$ cat src/rtl/prog_ctr_pkg.sv
// prog_ctr_pkg: shared state encoding and default widths for the program counter stage.
package prog_ctr_pkg;
    typedef enum logic [1:0] {IDLE, RUN, HALTED} pc_state_t;
    localparam int PC_W_DEF  = 10;
    localparam int LUT_W_DEF = 5;
endpackage

$ cat src/rtl/prog_ctr_jump_lut.sv
// jump_lut: combinational ROM mapping an instruction immediate to a jump/branch target.
// Default contents place targets on 8-word boundaries; program-specific tables replace the case list.
module jump_lut
    import prog_ctr_pkg::*;
#(
    parameter int PC_W  = PC_W_DEF,
    parameter int LUT_W = LUT_W_DEF
) (
    input  logic [LUT_W-1:0] idx,
    output logic [PC_W-1:0]  target
);
    always_comb begin
        target = '0;
        case (idx)
            LUT_W'(0):  target = PC_W'(0);
            LUT_W'(1):  target = PC_W'(8);
            LUT_W'(2):  target = PC_W'(16);
            LUT_W'(3):  target = PC_W'(24);
            LUT_W'(4):  target = PC_W'(32);
            LUT_W'(5):  target = PC_W'(40);
            LUT_W'(6):  target = PC_W'(48);
            LUT_W'(7):  target = PC_W'(56);
            LUT_W'(8):  target = PC_W'(64);
            LUT_W'(9):  target = PC_W'(72);
            LUT_W'(10): target = PC_W'(80);
            LUT_W'(11): target = PC_W'(88);
            LUT_W'(12): target = PC_W'(96);
            LUT_W'(13): target = PC_W'(104);
            LUT_W'(14): target = PC_W'(112);
            LUT_W'(15): target = PC_W'(120);
            LUT_W'(16): target = PC_W'(128);
            LUT_W'(17): target = PC_W'(136);
            LUT_W'(18): target = PC_W'(144);
            LUT_W'(19): target = PC_W'(152);
            LUT_W'(20): target = PC_W'(160);
            LUT_W'(21): target = PC_W'(168);
            LUT_W'(22): target = PC_W'(176);
            LUT_W'(23): target = PC_W'(184);
            LUT_W'(24): target = PC_W'(192);
            LUT_W'(25): target = PC_W'(200);
            LUT_W'(26): target = PC_W'(208);
            LUT_W'(27): target = PC_W'(216);
            LUT_W'(28): target = PC_W'(224);
            LUT_W'(29): target = PC_W'(232);
            LUT_W'(30): target = PC_W'(240);
            LUT_W'(31): target = PC_W'(248);
            default:    target = '0;
        endcase
    end
endmodule

$ cat src/rtl/prog_ctr.sv
// prog_ctr: program counter and branch-control stage with start/done handshake.
// All outputs come straight from registers; decoder inputs only act in RUN.
module prog_ctr
    import prog_ctr_pkg::*;
#(
    parameter int PC_W  = PC_W_DEF,
    parameter int LUT_W = LUT_W_DEF
) (
    input  logic             clk,
    input  logic             reset,
    input  logic             start,
    input  logic             alu_flag,
    input  logic             flag_we,
    input  logic             branch,
    input  logic             jump,
    input  logic [LUT_W-1:0] lut_idx,
    input  logic             halt,
    output logic [PC_W-1:0]  pc,
    output logic             flag_q,
    output logic             running,
    output logic             done
);
    pc_state_t       state_q, state_d;
    logic [PC_W-1:0] pc_q, pc_d, target;
    logic            flag_r, flag_d;

    jump_lut #(.PC_W(PC_W), .LUT_W(LUT_W)) u_lut (
        .idx    (lut_idx),
        .target (target)
    );

    always_comb begin
        state_d = state_q;
        pc_d    = pc_q;
        flag_d  = flag_r;
        case (state_q)
            IDLE, HALTED: begin
                state_d = start ? RUN : state_q;
                pc_d    = start ? '0 : pc_q;
                flag_d  = start ? 1'b0 : flag_r;
            end
            RUN: begin
                // branch decision uses the flag value from before this cycle's capture
                state_d = halt ? HALTED : RUN;
                pc_d    = halt ? pc_q : (jump || (branch && flag_r)) ? target : pc_q + PC_W'(1);
                flag_d  = (!halt && flag_we) ? alu_flag : flag_r;
            end
            default: begin
                state_d = IDLE;
                pc_d    = '0;
                flag_d  = 1'b0;
            end
        endcase
    end

    always_ff @(posedge clk) begin
        if (reset) begin
            state_q <= IDLE;
            pc_q    <= '0;
            flag_r  <= 1'b0;
        end else begin
            state_q <= state_d;
            pc_q    <= pc_d;
            flag_r  <= flag_d;
        end
    end

    assign pc      = pc_q;
    assign flag_q  = flag_r;
    assign running = state_q == RUN;
    assign done    = state_q == HALTED;
endmodule
$ cat config.mk
export PLATFORM = sky130hd
export DESIGN_NAME = prog_ctr
export DESIGN_NICKNAME = d
export VERILOG_FILES = /design/src/rtl/prog_ctr_pkg.sv /design/src/rtl/prog_ctr_jump_lut.sv /design/src/rtl/prog_ctr.sv
export SDC_FILE = /design/constraint.sdc
export NUM_CORES = 1
export LEC_CHECK = 0
export ABC_AREA = 1
export CAP_MARGIN = 15
export CORE_ASPECT_RATIO = 2
export CORE_MARGIN = 1
export CORE_UTILIZATION = 30
export CTS_CLUSTER_DIAMETER = 60
export DETAILED_ROUTE_END_ITERATION = 8
export PLACE_DENSITY = 0.54
export RECOVER_POWER = 50
export SLEW_MARGIN = 0
export SYNTH_ARGS = -nofsm -noshare
export SYNTH_HDL_FRONTEND = slang
export SYNTH_SLANG_ARGS = --single-unit
$ cat constraint.sdc
create_clock -name clk -period 1.7 [get_ports clk]
set_input_delay 0.34 -clock clk [delete_from_list [all_inputs] [get_ports clk]]
set_output_delay 0.34 -clock clk [all_outputs]
set_load 0.02 [all_outputs]
==> results.json <==
{
  "status": "finished, final reports clean",
  "grtUsageTotal_pct": 16.0,
  "std_cell_rows": 26,
  "min-delay-start": "flag_q",
  "synth-seq-area-share_pct": 30.9,
  "cts.sink_count": 13,
  "start_kind": "register",
  "crit_buf_inv": 1,
  "die-area_um2": 3040,
  "drtPass1Iterations": 4,
  "whs_endpoint": "flag_q",
  "fp.dieH_um": 77.0,
  "cpPeakStageDelay_ps": 650,
  "syn_inst": 118,
  "syn_nets": 132,
  "core_area_um2": 2600,
  "antenna_found_initial": 0,
  "wirelength_mm": 2.16,
  "hold_path_depth": 2,
  "drc": 0,
  "worstPathArrival_ps": 1320,
  "fin_worst_skew_ps": 1.03,
  "insertion_delay_ps": 240,
  "worstPathMaxFanout": 6,
  "nets": 165,
  "busiest_layer": "met2",
  "ys_ff_latch": 13,
  "clockRootBuffer": "clkbuf_8",
  "critical_path.top_delay_family": "buffers and inverters",
  "fin_crit_sh_pct": 97.6,
  "n_antenna_cell": 0,
  "pwr-share-seq_pct": 43.1,
  "gr-total-overflow": 0,
  "drt-initial-drc-count": 22,
  "start_util_pct": 32.4,
  "vias_per_cell": 4.70,
  "reg2reg_slack_ps": 160,
  "max-cap-violations": 0,
  "crit_required_ps": 1360,
  "syn-cell-area_um2": 843,
  "synth.distinct_cells": 24,
  "yosys_warnings": 0,
  "grt_pass1_vias": 831,
  "tightest_slew_ps": 337,
  "synth_edf_count": 0,
  "place_congestion": 0.795,
  "hpwl_mm": 1.66,
  "postCtsSetupBuffers": 0,
  "finalSetupTns_ps": 0,
  "switchingPower_uw": 208,
  "portBuffers": 25,
  "reg2reg_depth": 7,
  "cts_tree": "yes",
  "hold_viol_final": 0,
  "ir_drop_mv": 0.486,
  "post-route-min-period_ps": 1660,
  "wl_per_cell_um": 12.1,
  "use_met2_pct": 27.5,
  "clockBufferDepth": 2,
  "combPwrFrac_pct": 18.5,
  "syn_avg_cell_area_um2": 7.15,
  "htree_levels": 1,
  "timing.hold.ws_ps": 492,
  "synth_flop_cell": "dfxtp_1",
  "max-slew-margin-rel_pct": 77.5,
  "final_util_pct": 45.0,
  "met1_usage_pct": 17.5,
  "p_leak_uw": 0.000445,
  "fmax_ghz": 0.602,
  "p_per_area_nw_per_um2": 636,
  "slowest_stage": "clkdlybuf4s50_1",
  "drive_gt1_share_pct": 22.0,
  "end_kind": "output port",
  "ant_nets": 0,
  "slew_viol_final": 0,
  "area_delta_synth_final_pct": 39.0,
  "vias": 836,
  "die_w_um": 39.5,
  "rsz0062_at_grt": "no",
  "cts_buffers": 3,
  "fill_cells": 298,
  "p_sw_share_pct": 28.0,
  "grtUsageMet3_pct": 2.02,
  "hold_class": "register to register",
  "crit_type": "register to output port",
  "grt_max_degree": 12,
  "dp_slack_ps": 68.6,
  "ios": 26,
  "pwr-share-clk_pct": 38.4,
  "r2r-start": "state_q[0]",
  "grt_pass1_wl_mm": 3.53,
  "internal_power_uw": 537,
  "worstPathCellList": "clkdlybuf4s50_1",
  "synth-async-reset-ratio_pct": 0,
  "finalSetupViolCount": 0,
  "setup_slack_ps": 40.0,
  "path_clk_slew_ps": 60,
  "worstReg2RegEnd": "pc[0]"
}
==> logic make-up (layout without fill, tap and decap cells) <==
logic type / Yosys count / in the layout / share of synthesized area, %
xor gates and xnor gates: 2 / 2 / 2.08
adders and majority gates: 1 / 1 / 1.48
AOI/OAI and AO/OA: 20 / 20 / 17.4
DFF: 13 / 13 / 30.9
and+or+nand+nor: 64 / 64 / 38.1
buffers and inverters: 18 / 50 / 10.1
==> Yosys cell counts (2+ instances only) <==
| master | n | area [µm²] |
|---|---|---|
| nand2_1 | 20 | 75.1 |
| nor2_1 | 15 | 56.3 |
| dfxtp_1 | 13 | 260 |
| inv_1 | 13 | 48.8 |
| nand3_1 | 12 | 60.1 |
| a21oi_2 | 10 | 87.6 |
| nand2_2 | 8 | 50.1 |
| a21oi_1 | 3 | 15.0 |
| nand2_4 | 3 | 33.8 |
| o21ai_0 | 3 | 15.0 |
| inv_2 | 2 | 7.51 |
| nand4_1 | 2 | 12.5 |
| nor2_4 | 2 | 22.5 |
| xor2_1 | 2 | 17.5 |
==> metal layers <==
layer  part of all wire, %  vias to the layer above
met4                   2.1                        0
met1                    39                      376
met2                    56                       17
met3                   2.8                        4
li1                      -                      439
met5                     0                        -
==> stage by stage <==
stage | area (µm²) | std cells | power (µW)
finish | 1170 | 178 | 745
global route | 1170 | 178 | 777
CTS | 1190 | 178 | 758
detailed placement | 1140 | 174 | 474
global placement | 1140 | 174 | 474
floorplan | 843 | 118 | 419
==> sequential cells by signal, indices dropped and copies added, names as in the netlist <==
register  cells
state_q       2
flag_q        1
pc           10
==> final cells by class <==
class,count,area (µm²),share of cell area [%]
Multi-Input combinational cell,87,485,41.4
Timing Repair Buffer,31,289,24.7
Sequential cell,13,260,22.2
Inverter,15,56.3,4.80
Clock buffer,3,41.3,3.52
Tap cell,28,35.0,2.99
Clock inverter,1,5.00,0.427
==> layout by cell type (no fill, tap or decap), drive strengths merged <==
master and instances:
dlygate4sd2 2, o21bai 1, nand2 31, a21oi 13, ha 1, buf 5, clkdlybuf4s50 23, nand4 2
clkbuf 4, inv 15, nand3 12, o21ai 5, xor2 2, nor3 1, a211oi 1, nor2 17
dfxtp 13, or2 1, clkinv 1
==> power groups by stage <==
stage / combinational (µW) / clock, µW / sequential, µW
after detailed placement: 146 / 0 / 329
final: 138 / 286 / 322
after global routing: 151 / 303 / 323
after floorplan: 85.6 / 0 / 333
after global placement: 145 / 0 / 329
after CTS: 144 / 292 / 322
==> worst max path at each step <==
stage | start | endpoint | slack, ps | cells after the start
after floorplan | pc[0] | pc[8] | 310 | 7
after global placement | start | pc[2] | 130 | 6
after detailed placement | start | pc[2] | 70 | 6
after CTS | pc[0] | pc[0] | 30 | 1
after global routing | pc[0] | pc[0] | 4 | 1
final | pc[0] | pc[0] | 40 | 1
==> what timing repair did <==
action                     CTS  global route
hold buffers                 0             0
gates resized for setup      2             0
setup endpoints to repair    2             0
Note: power is estimated with default switching activity, not from simulation.
